===== config.mk =====
export PLATFORM = sky130hd
export DESIGN_NAME = seq_check_flat
export DESIGN_NICKNAME = d
export VERILOG_FILES = /design/src/rtl/seq_check_pkg.sv /design/src/rtl/seq_check_if.sv /design/src/rtl/seq_check.sv /design/src/flat_wrapper.sv
export SDC_FILE = /design/constraint.sdc
export NUM_CORES = 1
export LEC_CHECK = 0
export ABC_AREA = 1
export BUFFER_PORTS_ARGS = -buffer_cell sky130_fd_sc_hd__buf_2
export CORE_MARGIN = 5
export CORE_UTILIZATION = 39
export DETAILED_ROUTE_END_ITERATION = 7
export PLACE_DENSITY = 0.67
export SYNTH_ARGS = -nofsm -noshare
export SYNTH_HDL_FRONTEND = slang
export SYNTH_SLANG_ARGS = --single-unit

===== constraint.sdc =====
create_clock -name clock -period 1.8 [get_ports clock]
set_input_delay 0.18 -clock clock [delete_from_list [all_inputs] [get_ports clock]]
set_output_delay 0.18 -clock clock [all_outputs]
set_load 0.005 [all_outputs]

===== src/rtl/seq_check_pkg.sv =====
// Shared character decode, kind/state enums and constants for sequence generator and checker.
// Latency: combinational helpers only.
// Backpressure: none; pure package.
package seq_check_pkg;

  typedef enum logic [1:0] {
    HEX,
    DONTCARE,
    END,
    ILLEGAL
  } kind_e;

  typedef enum logic [1:0] {
    IDLE,
    RUN,
    DONE
  } state_e;

  typedef struct packed {
    kind_e      kind;
    logic [3:0] nib;
  } seq_dec_t;

  localparam logic [7:0] NO_IDX = 8'd255;

  // Map one string byte to its kind and nibble; generator and checker both use this.
  function automatic seq_dec_t seq_char_decode(input logic [7:0] c);
    seq_dec_t d;
    d.kind = ILLEGAL;
    d.nib  = 4'h0;
    if (c >= 8'h30 && c <= 8'h39) begin          // '0'..'9'
      d.kind = HEX;
      d.nib  = c[3:0];
    end else if ((c >= 8'h61 && c <= 8'h66) ||   // 'a'..'f'
                 (c >= 8'h41 && c <= 8'h46)) begin // 'A'..'F'
      d.kind = HEX;
      d.nib  = c[3:0] + 4'd9;
    end else begin
      case (c)
        8'h5F: begin d.kind = HEX; d.nib = 4'h0; end   // '_'
        8'h2D: begin d.kind = HEX; d.nib = 4'hF; end   // '-'
        8'h78, 8'h58, 8'h7A, 8'h5A: d.kind = DONTCARE; // x X z Z
        8'h00: d.kind = END;                            // past end of string
        default: d.kind = ILLEGAL;
      endcase
    end
    return d;
  endfunction

endpackage


===== src/rtl/seq_check_if.sv =====
// Bundle of the checker's run control, observed data and result signals.
// Latency: wires only.
// Backpressure: none; results are level signals held by the checker.
interface seq_check_if;
  logic       start;
  logic [3:0] din;
  logic       busy;
  logic       done;
  logic       pass;
  logic [7:0] mism_cnt;
  logic [7:0] first_idx;
  logic       illegal;

  modport master (
    output start, din,
    input  busy, done, pass, mism_cnt, first_idx, illegal
  );

  modport slave (
    input  start, din,
    output busy, done, pass, mism_cnt, first_idx, illegal
  );
endinterface


===== src/rtl/seq_check.sv =====
// Compares a 4-bit bus against a string-encoded expected sequence, one character per clock.
// Latency: char 0 compared on the start edge; done rises on the edge after the last character.
// Backpressure: none; din is sampled every cycle of a run, start restarts at any time.
module seq_check
  import seq_check_pkg::*;
#(
  parameter int                  MAXLEN = 64,
  // Default is all NUL, i.e. the empty string.
  parameter logic [8*MAXLEN-1:0] SEQ    = '0
) (
  input  logic       clock,
  input  logic       reset,
  seq_check_if.slave bus
);

  localparam int IW = $clog2(MAXLEN + 1);

  state_e        r_state;
  logic [IW-1:0] r_idx;
  logic          r_busy;
  logic          r_done;
  logic [7:0]    r_mism;
  logic [7:0]    r_first;
  logic          r_illegal;

  logic [IW-1:0] w_sel;
  logic [7:0]    w_byte;
  seq_dec_t      w_dec;
  logic          w_mis;

  // Select the character under test; a shift past the packed string yields NUL,
  // so idx == MAXLEN naturally reads as end-of-sequence.
  always_comb begin
    w_sel  = bus.start ? '0 : r_idx;
    w_byte = 8'(SEQ >> {w_sel, 3'b000});
    w_dec  = seq_char_decode(w_byte);
    w_mis  = (w_dec.kind == ILLEGAL) ||
             ((w_dec.kind == HEX) && (bus.din !== w_dec.nib));
  end

  // Run FSM with mismatch counter, first-mismatch index and illegal flag.
  always_ff @(posedge clock or posedge reset) begin
    if (reset) begin
      r_state   <= IDLE;
      r_idx     <= '0;
      r_busy    <= 1'b0;
      r_done    <= 1'b0;
      r_mism    <= 8'd0;
      r_first   <= NO_IDX;
      r_illegal <= 1'b0;
    end else if (bus.start) begin
      r_idx <= IW'(1);
      if (w_dec.kind == END) begin
        r_state   <= DONE;
        r_busy    <= 1'b0;
        r_done    <= 1'b1;
        r_mism    <= 8'd0;
        r_first   <= NO_IDX;
        r_illegal <= 1'b0;
      end else begin
        r_state   <= RUN;
        r_busy    <= 1'b1;
        r_done    <= 1'b0;
        r_mism    <= {7'd0, w_mis};
        r_first   <= w_mis ? 8'd0 : NO_IDX;
        r_illegal <= (w_dec.kind == ILLEGAL);
      end
    end else begin
      case (r_state)
        RUN: begin
          if (w_dec.kind == END) begin
            r_state <= DONE;
            r_busy  <= 1'b0;
            r_done  <= 1'b1;
          end else begin
            r_idx <= r_idx + 1'b1;
            if (w_mis) begin
              if (r_mism != 8'hFF) r_mism <= r_mism + 8'd1;
              if (r_mism == 8'd0)  r_first <= 8'(r_idx);
            end
            if (w_dec.kind == ILLEGAL) r_illegal <= 1'b1;
          end
        end
        default: ;
      endcase
    end
  end

  assign bus.busy      = r_busy;
  assign bus.done      = r_done;
  assign bus.mism_cnt  = r_mism;
  assign bus.first_idx = r_first;
  assign bus.illegal   = r_illegal;
  assign bus.pass      = r_done && (r_mism == 8'd0) && !r_illegal;

endmodule


===== src/flat_wrapper.sv =====
// flat-port wrapper written by rule: the top's interface ports become plain ports
module seq_check_flat import seq_check_pkg::*;
#(
  parameter int                  MAXLEN = 64,
                                               
  parameter logic [8*MAXLEN-1:0] SEQ    = '0
)
  (clock, reset, bus_start, bus_din, bus_busy, bus_done, bus_pass, bus_mism_cnt, bus_first_idx, bus_illegal);
  seq_check_if bus_i ();
  input  logic clock;
  input  logic reset;
  input wire logic [$bits(bus_i.start)-1:0] bus_start;
  input wire logic [$bits(bus_i.din)-1:0] bus_din;
  output wire logic [$bits(bus_i.busy)-1:0] bus_busy;
  output wire logic [$bits(bus_i.done)-1:0] bus_done;
  output wire logic [$bits(bus_i.pass)-1:0] bus_pass;
  output wire logic [$bits(bus_i.mism_cnt)-1:0] bus_mism_cnt;
  output wire logic [$bits(bus_i.first_idx)-1:0] bus_first_idx;
  output wire logic [$bits(bus_i.illegal)-1:0] bus_illegal;
  assign bus_i.start = bus_start;
  assign bus_i.din = bus_din;
  assign bus_busy = bus_i.busy;
  assign bus_done = bus_i.done;
  assign bus_pass = bus_i.pass;
  assign bus_mism_cnt = bus_i.mism_cnt;
  assign bus_first_idx = bus_i.first_idx;
  assign bus_illegal = bus_i.illegal;
  seq_check #(.MAXLEN(MAXLEN), .SEQ(SEQ)) u_core (.clock(clock), .reset(reset), .bus(bus_i));
endmodule

* Word level (Yosys, flattened, before mapping) *
Cells that the tools add are included.

word-level totals
  register bits = 28
  input port bits = 7
  output and inout bits = 20
  word-level logic and storage cells = 92

operators by class
  add/subtract/negate cells = 3
  $lt $le $gt $ge = 6
  equality and inequality tests = 12
  shift-type cells = 1
  multiplexer cells = 38
  reductions and logical operators = 25

operators by type and width
  cell                    count
  $mux W8                 12
  $eq A8 B7 Y1 const B    5
  $mux W7                 4
  $ge A8 B7 Y1 const B    2
  $le A8 B7 Y1 const B    2
  $logic_not A8 Y1        2
  $mux W1                 14
  $mux W6                 2
  $reduce_bool A2 Y1      6
  $shr A1 B10 Y8 const A  1
  $add A8 B1 Y8 const B   1
  $eq A8 B6 Y1 const B    1
  $ge A8 B6 Y1 const B    1
  $le A8 B6 Y1 const B    1
  $mux W2                 4
  $ne A8 B8 Y1 const B    1
  $reduce_and A4 Y1       2
  $add A7 B1 Y7 const B   1
  $logic_and A1 B1 Y1     6
  $pmux W2 S3             1
  $add A4 B4 Y4 const B   1
  $eq A2 B2 Y1 const B    2
  $mux W4                 1
  $nex A4 B4 Y1           1
  other kinds (9)         11

* Depth between registers and ports, before layout *
  word-level depth = 14
  gate-level depth with buffers = 6

* Worst setup path before layout *
Ideal clock, no wire load.

  path type = register -> output
  from = reg u_core.r_mism[0], in the netlist u_core.bus.mism_cnt[0]
  to = out bus_pass
  arrival = 0.838 ns
  slack = 0.782 ns
  stages on the path, launching flop included = 7
  path through = dfrtp_1 inv_1 ha_1 inv_1 nor2_1 nand3_1 nor2_1

on the way
  longest elaborated chain between the ends = 3

RTL lines
  element                           line                RTL
  start: declaration                seq_check.sv:22     logic [7:0] r_mism;
  start signal: assignment          seq_check.sv:64     r_mism <= {7'd0, w_mis};
  start signal: assignment          seq_check.sv:78     if (r_mism != 8'hFF) r_mism <= r_mism + 8'd1;
  $logic_not A8 Y1                  seq_check.sv:94     assign bus.pass = r_done && (r_mism == 8'd0) && !r_illegal;
  $logic_and A1 B1 Y1 (2 in a row)  seq_check.sv:94
  end: declaration                  flat_wrapper.sv:16  output wire logic [$bits(bus_i.pass)-1:0] bus_pass;

Every way passes these cells.

* Worst setup path in the final report *
  from = reg u_core.r_mism[1], in the netlist u_core.bus.mism_cnt[1]
  to = out bus_pass

Same word-level chain as after synthesis.

==> flow_summary.ini <==
[timing]
fmax_ghz = 0.688
clock_skew_ps = 0
setup_violations = 0
tns_ps = 0
final_max_slew_viol_count = 0
worst_pin_slew_ps = 643
max_slew_margin_pct = 57.1
hold_viol_final = 0
holdWs_ps = 242
timing.final.crit_share_pct = 80.8
setup_ws_ps = 346
grt_setup_unrepaired = false
finalCriticalPeriod_ps = 1450

[synth]
ys_warn_count = 0
ys.flop_type = dfrtp_1
synth_area_um2 = 659
synth_nets = 66
ys_types = 11
yosysSeqAreaShare_pct = 69.8
synth_top_area_share_pct = 38.0
netlist_instances = 58
yosys-top-cells-area = dfrtp_1 38%, dfstp_2 32%, nor2_1 7.4%
synth-edff-count = 0
syn_area_per_cell_um2 = 11.4
synth_common_cells = 13 x nor2_1, 11 x inv_1, 10 x dfrtp_1, 8 x dfstp_2, 5 x or2_2
synth_area_leader_cell = dfrtp_1
synth-async-reset-ratio_pct = 100
synth_seq_cells = 18
synth_most_common_cell = nor2_1

[cts]
numCtsBuffers = 3
cts-root-buf = clkbuf_4
clk_latency_ps = 290
htree_levels = 1
cts_tree = done
cts_resized = 0
cts.clk_slew.worst_paths_ps = 100
ctsLongestPathBuffers = 2
numClockSinks = 18

[power]
power_density_mw_per_mm2 = 822
swShare_pct = 19.6
p_switching_w = 0.000130
p_leak_nw = 0.398
p_comb_share_pct = 2.5
ir_drop_v = 0.000483
power_frac_seq_pct = 61.3
intPower_w = 0.000531
clock_power_share_pct = 36.3

[global_routing]
grt_util_met2_pct = 14.8
grt_pass1_wl_mm = 1.81
grt-busiest-layer = met2
use_met3_pct = 3.78
met1_usage_pct = 11.2
grt_start_max_net_pins = 19
antenna_found_initial = 0
grt_pass1_vias = 405
grt_overflow_total = 0
grt.total_usage_pct = 9.90

[cells_and_area]
fill_cells = 151
layout.cells.non_filler = 97
post-route-util_pct = 51.6
nNetsFinal = 90
antenna_cells = 0
area_delta_synth_final_pct = 22.0
drive_above_1_share_pct = 46.9
multi_input_area_um2 = 131
regArea_um2 = 460

[placed_design]
place.gp.congestion = 0.669
portBuffers = 21
place_inst = 92
place_hpwl_um = 827
dpl_worst_slack_ps = 662

[routing]
detail_route.first_pass.iterations = 3
via_per_inst = 4.51
vias = 437
drt_iter0_markers = 3
drcViolationCount = 0
wire_per_inst_um = 11.8
ant_nets = 0
routed_wl_mm = 1.14

[worst_setup_path]
end_kind = output pin
arrival_ps = 1270
critPathMaxStageDelay_ps = 390
timing.reg2reg.setup_slack_ps = 1010
ff2ff_path_depth = 1
crit_path_start_kind = flop
cp.required_ps = 1620
crit_path_top_delay_cell = dfrtp_1
path_max_fanout = 2
crit_type = flop to output pin
path_cells = inv_1, ha_1, inv_1, nor2_1, nand3_1, nor2_1, buf_2
regToRegEndpoint = u_core.bus.done
timing.rr.start = u_core.bus.done

[worst_hold_path]
hold_path_end = u_core.bus.mism_cnt[5]
hold_depth = 2
hold_path_class = input port to flop
hp-start = bus_start

[die]
ios = 27
dieArea_mm2 = 0.00261
rows = 14
die_h_um = 51.1
start_util_pct = 42.3
core_mm2 = 0.00156
fp.dieW_um = 51.1

[status]
outcome = completed

[run]
maxCapViolations = 0
## worst max-delay path, delay by kind of cell, from the launching register on
| family | cells | cell delay [ps] |
|---|---|---|
| fa+ha+maj | 1 | 150 |
| simple gates | 3 | 230 |
| buf+inv | 3 | 230 |
| flops | 1 | 390 |
## layer usage
layer	vias up	routed length, um
li1	205	-
met1	214	478
met2	14	555
met3	4	88
met4	0	21
met5	-	0
## worst max-delay path by stage
stage | startpoint | endpoint | slack (ps)
final | u_core.bus.mism_cnt[1] | bus_pass | 350
after global routing | u_core.bus.mism_cnt[1] | bus_pass | 180
after CTS | u_core.bus.mism_cnt[1] | bus_pass | 330
after detailed placement | u_core.bus.mism_cnt[1] | bus_pass | 660
after global placement | u_core.bus.mism_cnt[0] | bus_pass | 680
after floorplan | u_core.bus.mism_cnt[0] | bus_pass | 780
## power by group through the flow
stage          registers [W]  clock network (W)   logic, W
2_1_floorplan       0.000412                  0  0.0000141
3_3_place_gp        0.000412                  0  0.0000150
3_5_place_dp        0.000412                  0  0.0000155
4_1_cts             0.000405           0.000251  0.0000172
5_1_grt             0.000405           0.000267  0.0000188
6_report            0.000405           0.000240  0.0000162
## repair_timing
item                                   CTS  global route
hold buffers                             1             0
buffers inserted                         0             0
endpoints found under the hold margin   10             0
## per-stage QoR
step	area (um^2)	power (W)
6_report	805	0.000661
5_1_grt	805	0.000691
4_1_cts	805	0.000673
3_5_place_dp	758	0.000428
3_3_place_gp	758	0.000427
2_1_floorplan	659	0.000426
## cell families (layout without fill, tap and decap cells)
| group | count (synthesis) | count (layout) | share of synthesized area (%) |
|---|---|---|---|
| adders and majority gates | 1 | 1 | 1.90 |
| buffers and inverters | 14 | 37 | 10.2 |
| DFF | 18 | 18 | 69.8 |
| other | 1 | 1 | 0.569 |
| and+or+nand+nor | 24 | 24 | 17.5 |
## area by class of cell
| type | count | area share, % |
|---|---|---|
| Multi-Input combinational cell | 26 | 16.3 |
| Clock buffer | 4 | 4.51 |
| Sequential cell | 18 | 57.2 |
| Tap cell | 16 | 2.49 |
| Inverter | 11 | 5.13 |
| Timing Repair Buffer | 22 | 14.3 |
## cell usage in the layout (no fill, tap or decap)
master	count
buf_2	21
nor2_1	13
inv_1	11
dfrtp_1	10
dfstp_2	8
or2_2	5
or2_1	4
clkbuf_4	3
nand3_1	2
ha_1	1
conb_1	1
clkbuf_8	1
dlygate4sd3_1	1
## flip-flops by register name (all words and copies together), names as in the netlist
| register | cells |
|---|---|
| u_core.bus.first_idx | 8 |
| u_core.bus.mism_cnt | 8 |
| u_core.bus.done | 1 |
| u_core.bus.illegal | 1 |
Note: power is estimated with default switching activity, not from simulation.
